### config.mk
export PLATFORM = sky130hd
export DESIGN_NAME = iq_chip_sequencer
export DESIGN_NICKNAME = d
export VERILOG_FILES = /design/src/rtl/iq_chip_sequencer.sv
export SDC_FILE = /design/constraint.sdc
export NUM_CORES = 1
export LEC_CHECK = 0
export CAP_MARGIN = 25
export CORE_AREA = 2 2 39 41
export CTS_CLUSTER_SIZE = 30
export DETAILED_ROUTE_END_ITERATION = 8
export DIE_AREA = 0 0 41 43
export HOLD_SLACK_MARGIN = 0.08
export SYNTH_ARGS = -nofsm -noshare
export SYNTH_HDL_FRONTEND = slang
export SYNTH_SLANG_ARGS = --single-unit
### constraint.sdc
create_clock -name inClk -period 1.6 [get_ports inClk]
set_clock_uncertainty 0.2 [all_clocks]
set_input_delay 0.4 -clock inClk [delete_from_list [all_inputs] [get_ports inClk]]
set_output_delay 0.4 -clock inClk [all_outputs]
set_load 0.1 [all_outputs]
### src/rtl/iq_chip_sequencer.sv
// rtl/iq_chip_sequencer.sv - I/Q chip pair sequencer driving the 1:2 chip demux
// Optional symbol alignment check enabled by defining IQ_ALIGN_CHK_EN.
module iq_chip_sequencer #(
  parameter int CHIPS_PER_SYM = 32,
  parameter int CNT_W         = 4
) (
  input  logic             inClk,
  input  logic             inRst,
  input  logic             inChip,
  input  logic             inChipValid,
  input  logic             inChipFirst,
  output logic             outChipReady,
  output logic             outDemuxData,
  output logic             outDemuxSel,
  input  logic [1:0]       inDemuxData,
  output logic             outI,
  output logic             outQ,
  output logic             outPairValid,
  input  logic             inPairReady,
  output logic             outSymLast,
  output logic [CNT_W-1:0] outPairIdx
`ifdef IQ_ALIGN_CHK_EN
  ,
  output logic             outAlignErr
`endif
);

  localparam int PAIRS = CHIPS_PER_SYM / 2;
  localparam logic [CNT_W-1:0] LAST_IDX = CNT_W'(PAIRS - 1);

  typedef enum logic [1:0] {
    GET_I   = 2'd0,
    GET_Q   = 2'd1,
    PRESENT = 2'd2
  } state_t;

  state_t           state, nextState;
  logic             iReg, iNext;
  logic             qReg, qNext;
  logic [CNT_W-1:0] pairCnt, cntNext;
  logic             chipAccept;

`ifdef IQ_ALIGN_CHK_EN
  logic alignErr, errNext;
  logic selBit;
`else
  logic unusedChipFirst;
  assign unusedChipFirst = inChipFirst;
`endif

  always_ff @(posedge inClk) begin
    if (inRst) begin
      state   <= GET_I;
      iReg    <= 1'b0;
      qReg    <= 1'b0;
      pairCnt <= '0;
`ifdef IQ_ALIGN_CHK_EN
      alignErr <= 1'b0;
`endif
    end else begin
      state   <= nextState;
      iReg    <= iNext;
      qReg    <= qNext;
      pairCnt <= cntNext;
`ifdef IQ_ALIGN_CHK_EN
      alignErr <= errNext;
`endif
    end
  end

  always_comb begin
    nextState  = state;
    iNext      = iReg;
    qNext      = qReg;
    cntNext    = pairCnt;
    chipAccept = inChipValid && (state != PRESENT);
`ifdef IQ_ALIGN_CHK_EN
    errNext = alignErr;
    // The chip only lands on the currently selected demux leg.
    selBit  = (state == GET_I) ? inDemuxData[0] : inDemuxData[1];
`endif
    case (state)
      GET_I: begin
        if (chipAccept) begin
          iNext     = inDemuxData[0];
          nextState = GET_Q;
        end
      end
      GET_Q: begin
        if (chipAccept) begin
          qNext     = inDemuxData[1];
          nextState = PRESENT;
        end
      end
      PRESENT: begin
        if (inPairReady) begin
          nextState = GET_I;
          cntNext   = (pairCnt == LAST_IDX) ? '0 : pairCnt + CNT_W'(1);
        end
      end
      default: nextState = GET_I;
    endcase
`ifdef IQ_ALIGN_CHK_EN
    // A symbol-first chip resynchronises to the start of pair 0.
    if (chipAccept && inChipFirst) begin
      if ((state != GET_I) || (pairCnt != '0)) errNext = 1'b1;
      iNext     = selBit;
      nextState = GET_Q;
      cntNext   = '0;
    end
`endif
  end

  assign outDemuxData = inChip;
  assign outChipReady = (state != PRESENT);
  assign outDemuxSel  = (state != GET_I);
  assign outPairValid = (state == PRESENT);
  assign outSymLast   = (state == PRESENT) && (pairCnt == LAST_IDX);
  assign outPairIdx   = pairCnt;
  assign outI         = iReg;
  assign outQ         = qReg;
`ifdef IQ_ALIGN_CHK_EN
  assign outAlignErr  = alignErr;
`endif

endmodule

After elaboration in Yosys (flattened, before gate mapping):

Cells that the tools add are included.

* $add $sub $neg: 1
* eq/ne operators: 7
* muxes and demuxes: 5
* reduce and logical (&&, ||, !) cells: 8

Operators by type and width (count)
* 2-bit two-way mux: 3
* 2-bit inequality test (second input constant): 3
* 2-bit one-hot mux with 3 select lines: 1
* 2-bit AND reduction: 3
* 4-bit by 1-bit adder with 4-bit output (second input constant): 1
* 4-bit == test (second input constant): 1
* 4-bit two-way mux: 1
* 3-bit AND reduction: 1
* 2-bit by 1-bit == test with 1-bit output (second input constant): 1
* 2-bit == test (second input constant): 1
* 1-bit logical AND: 2
* 2-bit zero test: 1
* 2-bit by 1-bit inequality test with 1-bit output (second input constant): 1
* 2-bit nonzero test: 1

* bits in registers: 8
* input port bits: 8
* output and inout bits: 11
* logic and storage cells: 25

Depth between registers and ports, before layout:

Gate-level depths: netlist (run 1).

* depth in word-level cells: 4
* gate-level depth with buffers: 4
* depth with buffers taken out: 4

Worst setup path before layout (run 1):

OpenSTA, ideal clock, no wires.

* path kind: register -> output
* start point: register pairCnt[0], in the netlist outPairIdx[0]
* end point: output outSymLast
* arrival: 2.698 ns
* data required time: 1.000 ns
* slack: -1.698 ns
* cell stages (with the launch flop): 4
* buffers on the path: 0
* cell sequence: dfxtp_1 ha_1 nand3_1 nor2_1

* cells in the longest elaborated chain, start to end: 2

Ends and longest elaborated chain
* start, declared: line 40 `logic [CNT_W-1:0] pairCnt, cntNext;`
* start signal, assigned: line 64 `pairCnt <= cntNext;`
* 4-bit == test: line 118 `assign outSymLast = (state == PRESENT) && (pairCnt == LAST_IDX);`
* 1-bit logical AND: line 118
* end, declared: line 20 `output logic outSymLast,`

No other way between the ends.

Final worst setup path (run 1):

Same ends and word-level chain as after synthesis.

==> results.toml, run 1 <==
[clocking]
cts_tree = "done"
clockBufferDepth = 2
clk_latency_ns = 0.26
h-tree-depth = 1
clock_sinks = 8
cts_root_buf = "clkbuf_4"
holdBufCountCts = 0
cts_buffers = 3
clk_pin_slew_ns = 0.06

[layout]
drive_above_1_share_pct = 52.9
antennaDiodeCount = 0
final_net_count = 78
area_delta_synth_final_pct = 111
final_util_pct = 58.1

[route]
first_pass_iters = 4
wirelength_um = 959
routed_via_density = 4.86
remaining_drc_errors = 0
dr_total_vias = 408
antenna_left = 0
wl_per_cell_um = 11.4
drtIter0Drc = 8

[power_and_ir_drop]
p_per_area_mw_per_mm2 = 772
ir_drop_mv = 0.471
p_leak_nw = 0.316
power.total_uw = 621

[worst_setup_path]
ff2ff_setup_slack_ns = 0.16
critical_path_arrival_ns = 1.13
worstReg2RegEnd = "outPairIdx[3]$_SDFFE_PP0P_"
cp_max_fo = 2
crit_required_ns = 1.00
crit_type = "flip-flop to output pin"
reg2reg_depth = 4
r2r-start = "state[0]$_SDFFE_PP0P_"
endpoint_kind = "output pin"
critPathLaunchType = "flip-flop"

[floorplanning]
coreArea_mm2 = 0.00138
ios = 19
die_y_um = 43
die_width_um = 41
start_util_pct = 27.6
fp-row-count = 14
die_area_mm2 = 0.00176

[place]
dpl.hpwl_um = 686
gp_congestion = 0.677
numPortBuffers = 15

[sta]
finalSetupViolCount = 4
setup_tns_ns = -0.260
fin_crit_ns = 1.73
slew_violations = 0
max_freq_ghz = 0.579
hold_violations = 0
fin_ws_ns = -0.126
rsz0062_at_grt = "true"
relSlewSlack_pct = 79.7
whs_ns = 0.348
post-route-period-util_pct = 108
worst_pin_slew_ns = 0.304

[flow_run]
maxCapViolations = 0

[outcome]
status = "finished with violations"
violations = "setup timing"

[yosys]
yosys.area_share.simple_pct = 33.4
ys_top_cells_by_area = "dfxtp_1, mux2i_1, nor2_1"
synth-edff-count = 0
yosys_most_used_dff = "dfxtp_1"
ys_warn_count = 0
synth.area.mux_share_pct = 7.87
synth_most_common_cell = "dfxtp_1"
synth_xor_xnor_area_share_pct = 4.59
synth_top_cell_by_area = "dfxtp_1"
syn_area_um2 = 382
syn_nets = 50
yosysTopAreaCellShare_pct = 42.0
synth-seq-area-share_pct = 42.0
ys_seq_elements = 8
postSynthAreaPerCell_um2 = 9.31
ys_types = 24
synth_commonest_cells = "dfxtp_1, nor2_1, mux2i_1"
synthAdderAreaFrac_pct = 3.28
synth_top_family_by_area = "simple AND/OR/NAND/NOR gates"
synth_compound_area_share_pct = 4.92
async_reset_ff_share_pct = 0
synthCells = 41

[grt]
grt_pass1_wl_um = 1490
grt_max_degree = 9
gr-total-overflow = 0
grt_pass1_vias = 385
track_usage_pct = 13.2
antenna_found_initial = 0

[worst_hold_path]
min-delay-start = "outI$_SDFFE_PP0P_"
holdPathEnd = "outI$_SDFFE_PP0P_"
hold_depth = 2
hold_class = "flip-flop to flip-flop"
==> worst max-delay path by stage <==
stage | start | end | slack, ns | cells past startpoint
floorplan | outPairIdx[1]$_SDFFE_PP0P_ | outSymLast | -0.34 | 3
global placement | inPairReady | outPairIdx[3]$_SDFFE_PP0P_ | -0.19 | 4
CTS | outPairIdx[0]$_SDFFE_PP0P_ | outSymLast | -0.15 | 4
finish | outPairIdx[0]$_SDFFE_PP0P_ | outSymLast | -0.13 | 4
detailed placement | inPairReady | outPairIdx[3]$_SDFFE_PP0P_ | -0.19 | 4
global route | outPairIdx[0]$_SDFFE_PP0P_ | outSymLast | -0.18 | 4
==> cell type report <==
class / count / area, um2
flip-flops and latches: 8 / 180
well taps: 16 / 20.0
repair buffers: 25 / 329
fillers: 121 / 579
inverters: 1 / 7.51
multi-input cells: 30 / 241
clock buffers: 4 / 26.3
==> logic make-up after synthesis <==
kind of cell / Yosys count
compound gates: 3
xor+xnor: 2
fa+ha+maj: 1
buf+inv: 3
flops: 8
mux: 3
simple gates: 21
==> report_power, final <==
part,internal [mW],total [mW],switching [mW]
sequential,0.207,0.221,0.0146
clock,0.0959,0.173,0.0772
combinational,0.0965,0.226,0.130
total,0.399,0.621,0.222
==> timing repair <==
action                     in CTS  in global routing
pin swaps                       2                  0
setup endpoints to repair       4                  4
setup buffers                   5                  1
resized for setup               3                  1
==> layout by cell type (no fill, tap or decap), drive strengths merged <==
master | netlist | layout
a21oi | 1 | 1
a31oi | 1 | 1
buf | 1 | 20
clkbuf | 1 | 4
clkdlybuf4s50 | 0 | 5
clkinvlp | 0 | 1
dfxtp | 8 | 8
ha | 1 | 1
mux2i | 3 | 3
nand2 | 2 | 2
nand2b | 1 | 1
nand3 | 2 | 2
nand3b | 2 | 2
nand4 | 2 | 2
nand4b | 1 | 1
nor2 | 6 | 6
nor3 | 1 | 1
nor3b | 1 | 1
o21a | 1 | 1
or2 | 1 | 1
or3 | 1 | 1
or3b | 1 | 1
xnor2 | 1 | 1
xor2 | 1 | 1
==> flip-flops by register name (all words and copies together), names as in the netlist <==
register,count
outPairIdx,4
state,2
outI,1
outQ,1
==> critical path, stage by stage, from the launching register on <==
cell and delay [ns]:
dfxtp_4 0.36, ha_4 0.14, nand3_4 0.08, nor2_4 0.10
buf_12 0.18
==> metrics by stage <==
step	cell area [um2]	instances	setup slack [ns]
after floorplan	434	41	-0.335
after global placement	723	74	-0.187
after detailed placement	723	74	-0.194
after CTS	793	83	-0.146
after global routing	805	84	-0.177
final	805	84	-0.126
==> layer usage <==
metal	wire [um]	GRT usage (%)
met2	528	20.0
met5	0	0
met4	0	6.00
met1	365	13.7
met3	64	8.38
(Power assumes the default switching activity.)
==> run 2, diff against run 1 <==
--- a/config.mk
+++ b/config.mk
@@ -10,6 +10,7 @@
 export CTS_CLUSTER_SIZE = 30
 export DETAILED_ROUTE_END_ITERATION = 8
 export DIE_AREA = 0 0 41 43
+export GPL_TIMING_DRIVEN = 0
 export HOLD_SLACK_MARGIN = 0.08
 export SYNTH_ARGS = -nofsm -noshare
 export SYNTH_HDL_FRONTEND = slang
==> results.toml, run 2 (synthesis gave the netlist of run 1 again) <==
[layout]
final_common_cell = "buf_4"
area_delta_synth_final_pct = 91.5
final_cells = 84
final_util_pct = 52.8
drive_above_1_share_pct = 55.9
layout_common_cells = "buf_4, dfxtp_4, nor2_1"
largest_reg_flops = 4
final_net_count = 79
antennaDiodeCount = 0
fin_area_um2 = 731
nFillCells = 139

[route]
first_pass_iters = 4
antenna_left = 0
routed_via_density = 4.82
remaining_drc_errors = 0
wl_per_cell_um = 11.1
drtIter0Drc = 3
wirelength_um = 929
dr_total_vias = 405

[worst_setup_path]
crit_required_ns = 1.00
cp_slowest_cell = "dfxtp_4"
critPathLaunchType = "flip-flop"
cp_max_fo = 3
cpLargestDelayFamily = "flip-flops"
path_buf_inv = 1
path_cells = "ha_4 -> nand3_4 -> nor2_4 -> buf_12"
critical_path_arrival_ns = 1.11
slowest_delay_ns = 0.36
crit_type = "flip-flop to output pin"
endpoint_kind = "output pin"

[floorplanning]
coreArea_mm2 = 0.00138
die_area_mm2 = 0.00176
ios = 19
die_width_um = 41
start_util_pct = 27.6
fp-row-count = 14
die_y_um = 43

[sta]
fin_ws_ns = -0.112
slew_violations = 0
setup_tns_ns = -0.312
rsz0062_at_grt = "true"
finalSetupViolCount = 6
post-route-period-util_pct = 107
max_freq_ghz = 0.584
relSlewSlack_pct = 67.9
hold_violations = 0
fin_crit_ns = 1.71
worst_pin_slew_ns = 0.486
whs_ns = 0.297

[grt]
antenna_found_initial = 0
grt_util_met3_pct = 5.24
grt.busiest_layer = "met2"
track_usage_pct = 12.4
grt_max_degree = 9
grt_pass1_wl_um = 1410
grt_pass1_vias = 357
met1_usage_pct = 13.0
gr-total-overflow = 0
grt_use_met2_pct = 19.1

[place]
dpl-instance-area_um2 = 604
dp.cells = 72
dp_worst_setup_slack_ns = -0.809
numPortBuffers = 15
gp_congestion = 0.615
dpl.hpwl_um = 573

[clocking]
holdBufCountCts = 0
h-tree-depth = 1
cts_buffers = 3
clk_pin_slew_ns = 0.05
cts_tree = "done"
clk_latency_ns = 0.25
clockBufferDepth = 2
cts_root_buf = "clkbuf_4"
clock_sinks = 8

[worst_hold_path]
hold_class = "flip-flop to flip-flop"

[power_and_ir_drop]
ir_drop_mv = 0.408
switchingPower_uw = 220
p_leak_nw = 0.324
switching_share_pct = 36.9
p_per_area_mw_per_mm2 = 815
pwr-share-comb_pct = 37.8
power.total_uw = 596
power_frac_seq_pct = 36.5
pwr-share-clk_pct = 25.7
p_int_uw = 376

[flow_run]
maxCapViolations = 0

[outcome]
status = "finished with violations"
violations = "setup timing"
-- run 2: cell count changes in the layout (fill, tap and decap cells not counted), moves of 2 or more --
cell / before / now
buf_2: 0 / 4
buf_12: 10 / 4
clkdlybuf4s50_1: 5 / 3
buf_4: 9 / 13
-- run 2: final timing paths --
kind	cells past startpoint	slack [ns]	startpoint	to
min reg2reg	2	0.30	outI$_SDFFE_PP0P_	outI$_SDFFE_PP0P_
max	4	-0.11	outPairIdx[0]$_SDFFE_PP0P_	outSymLast
max reg2reg	5	0.08	state[0]$_SDFFE_PP0P_	outPairIdx[0]$_SDFFE_PP0P_
min	2	0.30	outI$_SDFFE_PP0P_	outI$_SDFFE_PP0P_
-- run 2: worst min-delay path: stages (launching register included) --
cell,delay (ns)
dfxtp_1,0.32
mux2i_1,0.07
nor2_1,0.07
-- run 2: repair_timing --
action / in CTS / in global routing
buffers inserted: 7 / 2
hold endpoints to repair: 0 / 0
setup endpoints to repair: 11 / 9
gates resized for setup: 75 / 6
pin swaps: 4 / 1
-- run 2: per-layer routing --
| layer | share of wire [%] | routed length [um] |
|---|---|---|
| met1 | 38 | 354 |
| met3 | 8.3 | 77 |
| met5 | 0 | 0 |
| met2 | 53 | 497 |
| met4 | 0 | 0 |
-- run 2: power groups by stage --
stage	registers (mW)	logic, mW	clock network (mW)
after global routing	0.218	0.236	0.172
final	0.217	0.225	0.153
after global placement	0.226	0.182	0
after detailed placement	0.226	0.183	0
after CTS	0.218	0.212	0.159
after floorplan	0.270	0.0950	0
-- run 2: area by class of cell --
| type | count | area (um2) | area share [%] |
|---|---|---|---|
| tap | 16 | 20.0 | 2.74 |
| sequential | 8 | 183 | 25.0 |
| inverter | 1 | 7.51 | 1.03 |
| timing repair buffer | 24 | 233 | 31.8 |
| multi-input combinational | 30 | 254 | 34.8 |
| clock buffer | 3 | 22.5 | 3.08 |
| buffer | 2 | 11.3 | 1.54 |
==> run 3, diff against run 2 <==
--- a/config.mk
+++ b/config.mk
@@ -12,6 +12,8 @@
 export DIE_AREA = 0 0 41 43
 export GPL_TIMING_DRIVEN = 0
 export HOLD_SLACK_MARGIN = 0.08
+export REMOVE_ABC_BUFFERS = 1
+export SETUP_SLACK_MARGIN = 0.02
 export SYNTH_ARGS = -nofsm -noshare
 export SYNTH_HDL_FRONTEND = slang
 export SYNTH_SLANG_ARGS = --single-unit
==> results.toml, run 3 (synthesis gave the netlist of run 1 again) <==
[outcome]
status = "finished with violations"
violations = "setup timing"

[clocking]
cts_tree = "done"
clk_pin_slew_ns = 0.05
cts_root_buf = "clkbuf_4"
h-tree-depth = 1
holdBufCountCts = 0
cts_buffers = 3
clock_sinks = 8
clk_latency_ns = 0.25
clockBufferDepth = 2

[floorplanning]
die_width_um = 41
coreArea_mm2 = 0.00138
ios = 19
die_area_mm2 = 0.00176
fp-row-count = 14
die_y_um = 43
start_util_pct = 27.6

[worst_setup_path]
endpoint_kind = "output pin"
crit_type = "flip-flop to output pin"
critPathLaunchType = "flip-flop"
cp_max_fo = 3
critical_path_arrival_ns = 1.13
crit_required_ns = 1.00

[flow_run]
maxCapViolations = 0

[layout]
area_delta_synth_final_pct = 87.9
drive_above_1_share_pct = 52.3
antennaDiodeCount = 0
final_util_pct = 51.8
nFillCells = 131
final_common_cell = "buf_4"
largest_reg_flops = 4
layout_common_cells = "buf_4, nor2_1, clkdlybuf4s50_1, dfxtp_4, buf_12"
final_net_count = 76

[sta]
worst_pin_slew_ns = 0.313
max_freq_ghz = 0.579
relSlewSlack_pct = 79.1
setup_tns_ns = -0.226
fin_ws_ns = -0.129
slew_violations = 0
post-route-period-util_pct = 108
rsz0062_at_grt = "true"
hold_violations = 0
finalSetupViolCount = 4
whs_ns = 0.295
fin_crit_ns = 1.73

[grt]
track_usage_pct = 11.7
grt_pass1_vias = 361
antenna_found_initial = 0
grt_pass1_wl_um = 1390
grt_max_degree = 9
gr-total-overflow = 0

[route]
antenna_left = 0
dr_total_vias = 384
wl_per_cell_um = 10.9
drtIter0Drc = 0
first_pass_iters = 1
routed_via_density = 4.74
remaining_drc_errors = 0
wirelength_um = 881

[power_and_ir_drop]
p_per_area_mw_per_mm2 = 808
ir_drop_mv = 0.306
power.total_uw = 579
p_leak_nw = 0.299

[place]
numPortBuffers = 15
dp_worst_setup_slack_ns = -0.917
gp_congestion = 0.638
dpl.hpwl_um = 568

[worst_hold_path]
hold_class = "flip-flop to flip-flop"
[run 3: cell count changes in the layout (fill, tap and decap cells not counted), sizes merged]
| cell | before | now |
|---|---|---|
| clkbuf | 4 | 3 |
| inv | 0 | 1 |
| dlymetal6s2s | 1 | 0 |
| clkdlybuf4s50 | 3 | 4 |
| dlygate4sd2 | 0 | 1 |
| buf | 21 | 18 |
| clkinvlp | 1 | 0 |
[run 3: path summary, 6_finish.rpt]
kind | start | cells past startpoint | slack (ns) | to
max | outPairIdx[0]$_SDFFE_PP0P_ | 4 | -0.13 | outSymLast
max reg2reg | state[0]$_SDFFE_PP0P_ | 4 | 0.15 | outPairIdx[3]$_SDFFE_PP0P_
min reg2reg | outQ$_SDFFE_PP0P_ | 2 | 0.30 | outQ$_SDFFE_PP0P_
min | outQ$_SDFFE_PP0P_ | 2 | 0.30 | outQ$_SDFFE_PP0P_
[run 3: timing repair]
| item | CTS | global route |
|---|---|---|
| setup endpoints to repair | 11 | 5 |
| pin swaps | 3 | 2 |
| endpoints found under the hold margin | 0 | 0 |
| buffers inserted | 8 | 0 |
| resized for setup | 92 | 4 |
[run 3: cell type report]
type | count | area [um2] | share of cell area (%)
inverters | 1 | 6.26 | 0.873
clock buffers | 3 | 22.5 | 3.14
well taps | 16 | 20.0 | 2.79
repair buffers | 23 | 249 | 34.7
flip-flops and latches | 8 | 178 | 24.8
multi-input cells | 30 | 241 | 33.7
[run 3: critical path: stages, from the launching register on]
cell and delay (ns):
dfxtp_4 0.36, ha_4 0.15, nand3_4 0.08, nor2_4 0.11, buf_12 0.18
[run 3: through the flow]
step                instance area, um2  std cells
global placement                   541         70
detailed placement                 541         70
floorplan                          370         39
global route                       717         81
finish                             717         81
CTS                                711         81
[run 3: where the power goes]
part | leakage [nW] | switching (mW) | internal, mW
registers | 0.0691 | 0.0137 | 0.208
logic | 0.216 | 0.126 | 0.0791
clock network | 0.0138 | 0.0662 | 0.0857
total | 0.299 | 0.206 | 0.373
[run 3: layer usage]
layer / global-route usage [%] / part of all wire [%] / vias to the layer above
met2: 19.4 / 53 / 12
met5: 0 / 0 / -
li1: - / - / 193
met3: 3.14 / 7.6 / 0
met4: 6.00 / 0 / 0
met1: 12.6 / 40 / 179
